[src/rtl/fft_frame_arbiter_if.sv]
// Push/stall sample stream carrying one complex sample per transfer.
// A sample moves in any cycle where push=1 and stall=0; the sender holds
// push and data stable while stall is high.
//   master: drives push/re/im, receives stall
//   slave : receives push/re/im, drives stall
interface fft_frame_arbiter_if #(
  parameter int DATA_W = 16
);
  logic                     push;
  logic signed [DATA_W-1:0] re;
  logic signed [DATA_W-1:0] im;
  logic                     stall;

  modport master (output push, re, im, input stall);
  modport slave  (input push, re, im, output stall);
endinterface

[src/rtl/fft_frame_arbiter.sv]
// Shares one N_POINTS-point FFT core between two sample streams, one whole
// frame at a time, with round-robin fairness. Results leaving the core are
// tagged with the channel that owns their frame, using a FIFO of channel
// tags written at grant time and popped on each frame's final result.
//
// Ports:
//   clk, reset  clock and asynchronous active-high reset
//   ch0, ch1    producer streams (slave side)
//   core_in     sample stream into the FFT core (master side)
//   core_out    result stream from the FFT core (slave side)
//   res         tagged result stream to downstream (master side)
//   out_chan    owning channel of the current result
//   out_last    final result of a frame
//   busy_F      registered, high while a frame is loading
//   err_F       registered, sticky; a result arrived with no frame outstanding
module fft_frame_arbiter #(
  parameter int N_POINTS  = 16,
  parameter int DATA_W    = 16,
  parameter int TAG_DEPTH = 2
) (
  input  logic                 clk,
  input  logic                 reset,
  fft_frame_arbiter_if.slave   ch0,
  fft_frame_arbiter_if.slave   ch1,
  fft_frame_arbiter_if.master  core_in,
  fft_frame_arbiter_if.slave   core_out,
  fft_frame_arbiter_if.master  res,
  output logic                 out_chan,
  output logic                 out_last,
  output logic                 busy_F,
  output logic                 err_F
);

  localparam int CNT_W = $clog2(N_POINTS);
  localparam int OCC_W = $clog2(TAG_DEPTH + 1);
  localparam int PTR_W = (TAG_DEPTH > 1) ? $clog2(TAG_DEPTH) : 1;

  localparam logic [CNT_W-1:0] CNT_LAST = CNT_W'(N_POINTS - 1);
  localparam logic [OCC_W-1:0] OCC_FULL = OCC_W'(TAG_DEPTH);
  localparam logic [PTR_W-1:0] PTR_LAST = PTR_W'(TAG_DEPTH - 1);

  typedef enum logic {S_IDLE, S_LOAD} state_t;

  state_t                   state_q, state_d;
  logic                     grant_q;
  logic                     rr_ptr_q;
  logic [CNT_W-1:0]         in_cnt_q;
  logic [CNT_W-1:0]         out_cnt_q;
  logic [OCC_W-1:0]         occ_q;
  logic [PTR_W-1:0]         wr_ptr_q;
  logic [PTR_W-1:0]         rd_ptr_q;
  logic                     err_q;
  logic                     tag_mem [TAG_DEPTH];

  logic                     req_any;
  logic                     grant_sel;
  logic                     grant_fire;
  logic                     core_push_c;
  logic                     load_done;
  logic                     have_frame;
  logic                     out_xfer;
  logic                     pop;
  logic signed [DATA_W-1:0] sel_re;
  logic signed [DATA_W-1:0] sel_im;

  // Arbitration: the channel rr_ptr points to wins if it is requesting,
  // otherwise the other one (only meaningful when req_any is set).
  assign req_any    = ch0.push | ch1.push;
  assign grant_sel  = rr_ptr_q ? ch1.push : ~ch0.push;
  assign grant_fire = (state_q == S_IDLE) & req_any & (occ_q < OCC_FULL);

  assign load_done  = core_push_c & (in_cnt_q == CNT_LAST);

  // Results only advance the frame bookkeeping when they actually transfer
  // and belong to a known frame; stray results leave counters and FIFO alone.
  assign have_frame = (occ_q != '0);
  assign out_xfer   = core_out.push & ~res.stall & have_frame;
  assign pop        = out_xfer & (out_cnt_q == CNT_LAST);

  // ---- state register
  always_ff @(posedge clk or posedge reset) begin
    if (reset) state_q <= S_IDLE;
    else       state_q <= state_d;
  end

  // ---- next-state logic
  always_comb begin
    state_d = state_q;
    case (state_q)
      S_IDLE:  if (grant_fire) state_d = S_LOAD;
      S_LOAD:  if (load_done)  state_d = S_IDLE;
      default: state_d = S_IDLE;
    endcase
  end

  // ---- output logic (input side)
  always_comb begin
    ch0.stall   = 1'b1;
    ch1.stall   = 1'b1;
    core_push_c = 1'b0;
    sel_re      = grant_q ? ch1.re : ch0.re;
    sel_im      = grant_q ? ch1.im : ch0.im;
    if (state_q == S_LOAD) begin
      if (grant_q) ch1.stall = core_in.stall;
      else         ch0.stall = core_in.stall;
      core_push_c = (grant_q ? ch1.push : ch0.push) & ~core_in.stall;
    end
  end

  assign core_in.push = core_push_c;
  assign core_in.re   = sel_re;
  assign core_in.im   = sel_im;

  // ---- output side: results pass straight through, tagged from the FIFO head
  assign res.push       = core_out.push;
  assign res.re         = core_out.re;
  assign res.im         = core_out.im;
  assign core_out.stall = res.stall;
  assign out_chan       = have_frame ? tag_mem[rd_ptr_q] : 1'b0;
  assign out_last       = (out_cnt_q == CNT_LAST) & core_out.push;

  assign busy_F = (state_q == S_LOAD);
  assign err_F  = err_q;

  // ---- control registers
  always_ff @(posedge clk or posedge reset) begin
    if (reset) begin
      grant_q   <= 1'b0;
      rr_ptr_q  <= 1'b0;
      in_cnt_q  <= '0;
      out_cnt_q <= '0;
      occ_q     <= '0;
      wr_ptr_q  <= '0;
      rd_ptr_q  <= '0;
      err_q     <= 1'b0;
    end else begin
      if (grant_fire) begin
        grant_q  <= grant_sel;
        rr_ptr_q <= ~grant_sel;
        wr_ptr_q <= (wr_ptr_q == PTR_LAST) ? '0 : wr_ptr_q + 1'b1;
      end

      if (core_push_c)
        in_cnt_q <= load_done ? '0 : in_cnt_q + 1'b1;

      if (out_xfer)
        out_cnt_q <= pop ? '0 : out_cnt_q + 1'b1;

      if (pop)
        rd_ptr_q <= (rd_ptr_q == PTR_LAST) ? '0 : rd_ptr_q + 1'b1;

      // A grant and a final-result pop in the same cycle cancel out.
      case ({grant_fire, pop})
        2'b10:   occ_q <= occ_q + 1'b1;
        2'b01:   occ_q <= occ_q - 1'b1;
        default: occ_q <= occ_q;
      endcase

      if (core_out.push & ~have_frame)
        err_q <= 1'b1;
    end
  end

  // ---- tag storage (contents are only read while a frame is outstanding)
  always_ff @(posedge clk) begin
    if (grant_fire)
      tag_mem[wr_ptr_q] <= grant_sel;
  end

endmodule
[src/flat_wrapper.sv]
// flat-port wrapper written by rule: the top's interface ports become plain ports
module fft_frame_arbiter_flat 
#(
  parameter int N_POINTS  = 16,
  parameter int DATA_W    = 16,
  parameter int TAG_DEPTH = 2
)
  (clk, reset, out_chan, out_last, busy_F, err_F, ch0_push, ch0_re, ch0_im, ch0_stall, ch1_push, ch1_re, ch1_im, ch1_stall, core_in_push, core_in_re, core_in_im, core_in_stall, core_out_push, core_out_re, core_out_im, core_out_stall, res_push, res_re, res_im, res_stall);
  fft_frame_arbiter_if #(.DATA_W(DATA_W)) ch0_i ();
  fft_frame_arbiter_if #(.DATA_W(DATA_W)) ch1_i ();
  fft_frame_arbiter_if #(.DATA_W(DATA_W)) core_in_i ();
  fft_frame_arbiter_if #(.DATA_W(DATA_W)) core_out_i ();
  fft_frame_arbiter_if #(.DATA_W(DATA_W)) res_i ();
  input  logic clk;
  input  logic reset;
  output logic out_chan;
  output logic out_last;
  output logic busy_F;
  output logic err_F;
  input wire logic [$bits(ch0_i.push)-1:0] ch0_push;
  input wire logic [$bits(ch0_i.re)-1:0] ch0_re;
  input wire logic [$bits(ch0_i.im)-1:0] ch0_im;
  output wire logic [$bits(ch0_i.stall)-1:0] ch0_stall;
  input wire logic [$bits(ch1_i.push)-1:0] ch1_push;
  input wire logic [$bits(ch1_i.re)-1:0] ch1_re;
  input wire logic [$bits(ch1_i.im)-1:0] ch1_im;
  output wire logic [$bits(ch1_i.stall)-1:0] ch1_stall;
  output wire logic [$bits(core_in_i.push)-1:0] core_in_push;
  output wire logic [$bits(core_in_i.re)-1:0] core_in_re;
  output wire logic [$bits(core_in_i.im)-1:0] core_in_im;
  input wire logic [$bits(core_in_i.stall)-1:0] core_in_stall;
  input wire logic [$bits(core_out_i.push)-1:0] core_out_push;
  input wire logic [$bits(core_out_i.re)-1:0] core_out_re;
  input wire logic [$bits(core_out_i.im)-1:0] core_out_im;
  output wire logic [$bits(core_out_i.stall)-1:0] core_out_stall;
  output wire logic [$bits(res_i.push)-1:0] res_push;
  output wire logic [$bits(res_i.re)-1:0] res_re;
  output wire logic [$bits(res_i.im)-1:0] res_im;
  input wire logic [$bits(res_i.stall)-1:0] res_stall;
  assign ch0_i.push = ch0_push;
  assign ch0_i.re = ch0_re;
  assign ch0_i.im = ch0_im;
  assign ch0_stall = ch0_i.stall;
  assign ch1_i.push = ch1_push;
  assign ch1_i.re = ch1_re;
  assign ch1_i.im = ch1_im;
  assign ch1_stall = ch1_i.stall;
  assign core_in_push = core_in_i.push;
  assign core_in_re = core_in_i.re;
  assign core_in_im = core_in_i.im;
  assign core_in_i.stall = core_in_stall;
  assign core_out_i.push = core_out_push;
  assign core_out_i.re = core_out_re;
  assign core_out_i.im = core_out_im;
  assign core_out_stall = core_out_i.stall;
  assign res_push = res_i.push;
  assign res_re = res_i.re;
  assign res_im = res_i.im;
  assign res_i.stall = res_stall;
  fft_frame_arbiter #(.N_POINTS(N_POINTS), .DATA_W(DATA_W), .TAG_DEPTH(TAG_DEPTH)) u_core (.clk(clk), .reset(reset), .ch0(ch0_i), .ch1(ch1_i), .core_in(core_in_i), .core_out(core_out_i), .res(res_i), .out_chan(out_chan), .out_last(out_last), .busy_F(busy_F), .err_F(err_F));
endmodule
[config.mk]
export PLATFORM = sky130hd
export DESIGN_NAME = fft_frame_arbiter_flat
export DESIGN_NICKNAME = d
export VERILOG_FILES = /design/src/rtl/fft_frame_arbiter_if.sv /design/src/rtl/fft_frame_arbiter.sv /design/src/flat_wrapper.sv
export SDC_FILE = /design/constraint.sdc
export NUM_CORES = 1
export LEC_CHECK = 0
export CAP_MARGIN = 40
export CORE_MARGIN = 1
export CORE_UTILIZATION = 25
export DETAILED_ROUTE_END_ITERATION = 8
export PLACE_DENSITY_LB_ADDON = 0.3
export REMOVE_ABC_BUFFERS = 1
export SLEW_MARGIN = 20
export SYNTH_ARGS = -nofsm -noshare
export SYNTH_HDL_FRONTEND = slang
export SYNTH_SLANG_ARGS = --single-unit
[constraint.sdc]
create_clock -name clk -period 1.4 [get_ports clk]
set_input_delay 0.21 -clock clk [delete_from_list [all_inputs] [get_ports clk]]
set_output_delay 0.21 -clock clk [all_outputs]
set_load 0.1 [all_outputs]
==> impl_metrics.json, run 1 <==
{
  "dpl_worst_slack_ns": -0.437,
  "yosysSeqAreaShare_pct": 30.1,
  "worstPathArrival_ns": 1.48,
  "crit_path_max_fanout": 3,
  "yosys-top-cells-area": "dfrtp_1, mux2_2, buf_4",
  "ys_async_sr_fraction_pct": 88.9,
  "overflow": 0,
  "hold_violations": 0,
  "dieArea_mm2": 0.00643,
  "setup_violations": 43,
  "h-tree-depth": 1,
  "grtUsageTotal_pct": 18.1,
  "rsz0062_at_grt": "true",
  "worst_pin_slew_ns": 0.309,
  "cts_tree": "done",
  "finalPower_w": 0.00815,
  "hold_path_class": "primary input to asynchronous set/reset pin",
  "drc": 0,
  "fp-row-count": 28,
  "antenna_left": 0,
  "start_kind": "flip-flop",
  "slew_viol_final": 0,
  "core_area_mm2": 0.00592,
  "drv_cap": 0,
  "power_leakage_nw": 1.54,
  "route.detailed.vias_per_inst": 4.68,
  "path_cells": "buf_6, mux2_4, and2_4, buf_12",
  "cts_made_buffers": 3,
  "nFillCells": 488,
  "vias": 1534,
  "cts-root-buf": "clkbuf_8",
  "layout_common_cells": "clkdlybuf4s50_1, buf_12, mux2_4",
  "slowest_delay_ns": 0.47,
  "syn_inst": 149,
  "status": "finished, violations left",
  "grt_max_degree": 18,
  "synth-edff-count": 2,
  "wl_um": 5770,
  "fin_nets": 360,
  "hold_buffers": 0,
  "syn_area_mm2": 0.00153,
  "clockBufferDepth": 2,
  "period_share_pct": 120,
  "clock_latency_ns": 0.25,
  "io_pins": 176,
  "grt_pass1_vias": 1787,
  "final_common_cell": "clkdlybuf4s50_1",
  "post-route-util_pct": 57.5,
  "port_buffers": 111,
  "timing.final.ws_setup_ns": -0.285,
  "clk_pin_slew_ns": 0.07,
  "yosys.area.top_type": "dfrtp_1",
  "power_density_mw_per_mm2": 2400,
  "maxClockFrequency_ghz": 0.593,
  "grt_pass1_wl_um": 8760,
  "skew_ns": 0.00247,
  "fin_crit_ns": 1.69,
  "num_antenna_cells": 0,
  "ff_latch_area_um2": 462,
  "cp.required_ns": 1.19,
  "routedWlPerCell_um": 17.6,
  "synth_top_area_share_pct": 26.2,
  "critPathKind": "flip-flop to output pin",
  "worst_setup_path_end_kind": "output pin",
  "first_iter_violations": 9,
  "layout-drive-gt1-share_pct": 50.2,
  "cp_slowest_cell": "dfrtp_2",
  "yosysWarnings": 0,
  "place.gp.congestion": 0.765,
  "ys.flop_type": "dfrtp_1",
  "area_delta_synth_final_pct": 123,
  "initial_utilization_pct": 25.8,
  "cts_num_sinks": 18,
  "drt_first_pass_iters": 2,
  "violations": "setup timing",
  "yosys.cell_types.count": 31,
  "dp_hpwl_um": 4630,
  "antenna_found_initial": 0,
  "die-height_um": 80.2,
  "ir_drop_v": 0.00155,
  "ys_ff_latch": 18,
  "syn_area_per_cell_um2": 10.3,
  "multi_input_area_um2": 997,
  "die_x_um": 80.2,
  "slew_headroom_pct": 79.3
}
-- cell type report --
type	count	area share (%)
timing repair buffer	139	52.4
inverter	6	0.662
sequential	18	13.6
clock buffer	3	1.21
tap	75	2.76
multi-input combinational	86	29.3
clock inverter	1	0.110
-- per-layer routing --
metal / share of wire [%] / global-route usage, % / up-vias / wire length, um
li1: - / - / 691 / -
met4: 0.14 / 2.68 / 0 / 8
met1: 35 / 18.2 / 727 / 2000
met5: 0 / 1.82 / - / 0
met3: 15 / 11.3 / 2 / 847
met2: 50 / 32.1 / 114 / 2910
-- stage by stage --
| step | std cells | cell area, um^2 | hold slack (ns) | TNS, ns |
|---|---|---|---|---|
| after floorplan | 110 | 1240 | 0.124 | -22.56 |
| after global placement | 316 | 3010 | 0.421 | -1.87 |
| after detailed placement | 316 | 3010 | 0.421 | -2.05 |
| after CTS | 326 | 3300 | 0.276 | -8.75 |
| after global routing | 328 | 3400 | 0.299 | -10.34 |
| final | 328 | 3400 | 0.267 | -8.54 |
-- flip-flops by register name, indices dropped and copies added, names as in the netlist --
signal / cells
u_core.rr_ptr_q: 1
u_core.grant_q: 1
u_core.in_cnt_q: 4
u_core.err_F: 1
u_core.busy_F: 1
u_core.wr_ptr_q: 1
u_core.occ_q: 2
u_core.rd_ptr_q: 1
u_core.tag_mem: 2
u_core.out_cnt_q: 4
-- final timing paths --
check / from / endpoint / slack (ns) / depth (start not counted)
setup / recovery: u_core.grant_q$_DFFE_PP0P_ / core_in_push / -0.29 / 4
hold / removal: reset / u_core.out_cnt_q[0]$_DFFE_PP0P_ / 0.27 / 3
setup reg to reg: u_core.grant_q$_DFFE_PP0P_ / u_core.in_cnt_q[0]$_DFFE_PP0P_ / -0.21 / 5
hold reg to reg: u_core.wr_ptr_q$_DFFE_PP0P_ / u_core.wr_ptr_q$_DFFE_PP0P_ / 0.50 / 1
max in group asynchronous: reset / u_core.grant_q$_DFFE_PP0P_ / 0.93 / 3
min in group clk: core_out_im[14] / res_im[14] / 0.42 / 0
-- critical path: cells and delay by family, from the launching register on --
kind                   cells  cell delay [ns]
DFF                        1             0.47
buffers and inverters      2             0.30
and+or+nand+nor            1             0.15
muxes                      1             0.29
-- report_power, final --
part           total [W]  internal, W  switching [W]
combinational    0.00678      0.00293        0.00384
sequential       0.00101     0.000755       0.000251
clock           0.000368     0.000195       0.000173
-- Yosys cell counts (3+ instances only) --
cell	number
dfrtp_1	16
nand2_1	5
a21o_1	3
xor2_1	3
inv_1	6
buf_2	3
xnor2_1	4
mux2_4	3
a31oi_1	3
buf_4	34
ha_1	3
nor2_1	9
mux2_2	34
-- kinds of logic after synthesis --
logic type	count (synthesis)	share of synthesized area, %
xor gates and xnor gates	7	4.01
buffers and inverters	45	20.6
muxes	38	28.6
AOI/OAI and AO/OA	14	6.38
DFF	18	30.1
and+or+nand+nor	24	7.77
adders and majority gates	3	2.46
-- repair_timing --
action / CTS / global route
cloned: 1 / 0
pin swaps: 7 / 6
gates resized for setup: 47 / 17
setup buffers: 5 / 2
setup endpoints to repair: 40 / 46
Note: power is estimated with default switching activity, not from simulation.
==> inputs of run 2 (changes only) <==
Settings changed: GPL_TIMING_DRIVEN from default to 0.
==> impl_metrics.json, run 2 (same netlist as run 1, synthesis figures left out) <==
{
  "place.gp.congestion": 0.709,
  "hold_buffers": 0,
  "dpl_worst_slack_ns": -0.962,
  "fin_crit_ns": 1.76,
  "violations": "setup timing",
  "cts_tree": "done",
  "grt_max_degree": 17,
  "start_kind": "flip-flop",
  "layout-drive-gt1-share_pct": 50.6,
  "port_buffers": 111,
  "final_area_mm2": 0.00342,
  "drc": 0,
  "antenna_found_initial": 0,
  "power_density_mw_per_mm2": 2410,
  "cts_num_sinks": 18,
  "tns_ns": -10.79,
  "grt_pass1_vias": 1646,
  "worst_setup_path_end_kind": "output pin",
  "antenna_left": 0,
  "initial_utilization_pct": 25.8,
  "grt_pass1_wl_um": 8980,
  "overflow": 0,
  "dieArea_mm2": 0.00643,
  "core_area_mm2": 0.00592,
  "clock_latency_ns": 0.26,
  "clockBufferDepth": 2,
  "period_share_pct": 126,
  "fin_nets": 358,
  "slew_viol_final": 0,
  "grtUsageTotal_pct": 19.2,
  "post-route-util_pct": 57.8,
  "fp-row-count": 28,
  "vias": 1528,
  "h-tree-depth": 1,
  "final_common_cell": "clkdlybuf4s50_1",
  "hold_violations": 0,
  "drt_first_pass_iters": 4,
  "cp.required_ns": 1.19,
  "power_leakage_nw": 1.46,
  "clk_pin_slew_ns": 0.08,
  "status": "finished, violations left",
  "area_delta_synth_final_pct": 124,
  "crit_path_max_fanout": 10,
  "drv_cap": 0,
  "ir_drop_v": 0.00163,
  "critPathKind": "flip-flop to output pin",
  "maxClockFrequency_ghz": 0.568,
  "wl_um": 6360,
  "die_x_um": 80.2,
  "cts_made_buffers": 3,
  "die-height_um": 80.2,
  "hold_path_class": "primary input to asynchronous set/reset pin",
  "worstPathArrival_ns": 1.55,
  "slew_headroom_pct": 57.9,
  "timing.final.ws_setup_ns": -0.361,
  "routedWlPerCell_um": 19.5,
  "rsz0062_at_grt": "true",
  "dpl-instance-area_mm2": 0.00330,
  "cts-root-buf": "clkbuf_8",
  "setup_violations": 40,
  "skew_ns": 0.0119,
  "io_pins": 176,
  "num_antenna_cells": 0,
  "layout_common_cells": "clkdlybuf4s50_1, mux2_2, buf_12",
  "first_iter_violations": 42,
  "reg_top3": "u_core.in_cnt_q: 4 flops, u_core.out_cnt_q: 4 flops",
  "worst_pin_slew_ns": 0.631,
  "route.detailed.vias_per_inst": 4.69,
  "dp_hpwl_um": 5340
}
[run 2: area by class of cell]
type                    count  area (um^2)
flip-flops and latches     18          467
clock inverters             1         3.75
repair buffers            137         1910
fillers                   437         2500
inverters                   6         22.5
multi-input cells          86          887
clock buffers               3         41.3
well taps                  75         93.8
[run 2: worst paths after layout]
check	startpoint	end	slack (ns)	cells after the start
min reg2reg	u_core.wr_ptr_q$_DFFE_PP0P_	u_core.wr_ptr_q$_DFFE_PP0P_	0.50	1
min	reset	u_core.busy_F$_DFF_PP0_	0.33	2
max reg2reg	u_core.grant_q$_DFFE_PP0P_	u_core.in_cnt_q[0]$_DFFE_PP0P_	-0.12	4
max in group asynchronous	reset	u_core.grant_q$_DFFE_PP0P_	0.61	2
min in group clk	core_out_push	u_core.err_F$_DFFE_PP0P_	0.40	2
max	u_core.grant_q$_DFFE_PP0P_	core_in_re[7]	-0.36	4
[run 2: report_power, final]
group | internal (W) | switching, W | leakage, nW
registers | 0.000768 | 0.000277 | 0.202
clock network | 0.000195 | 0.000176 | 0.0231
logic | 0.00299 | 0.00385 | 1.24
total | 0.00395 | 0.00430 | 1.46
[run 2: metrics by stage]
stage	cells	power, W	hold WS [ns]
after floorplan	110	0.00461	0.124
after global placement	296	0.00572	0.421
after detailed placement	337	0.00743	0.421
after CTS	321	0.00810	0.357
after global routing	326	0.00853	0.410
final	326	0.00825	0.327
[run 2: what timing repair did]
action	4_1_cts	5_1_grt
pin swaps	6	5
buffers inserted	18	6
endpoints found under the setup margin	49	43
resized for setup	60	11
[run 2: layer usage]
layer | wire [um] | vias to the layer above | global-route usage, %
met5 | 0 | - | 1.82
met4 | 63 | 0 | 3.75
met3 | 1050 | 5 | 14.8
met2 | 3170 | 125 | 33.7
met1 | 2070 | 712 | 17.6
li1 | - | 686 | -
[run 2: critical path: stages (launching register included)]
cell and delay, ns:
dfrtp_4 0.51, buf_12 0.16, buf_12 0.13, mux2_2 0.31, buf_12 0.17
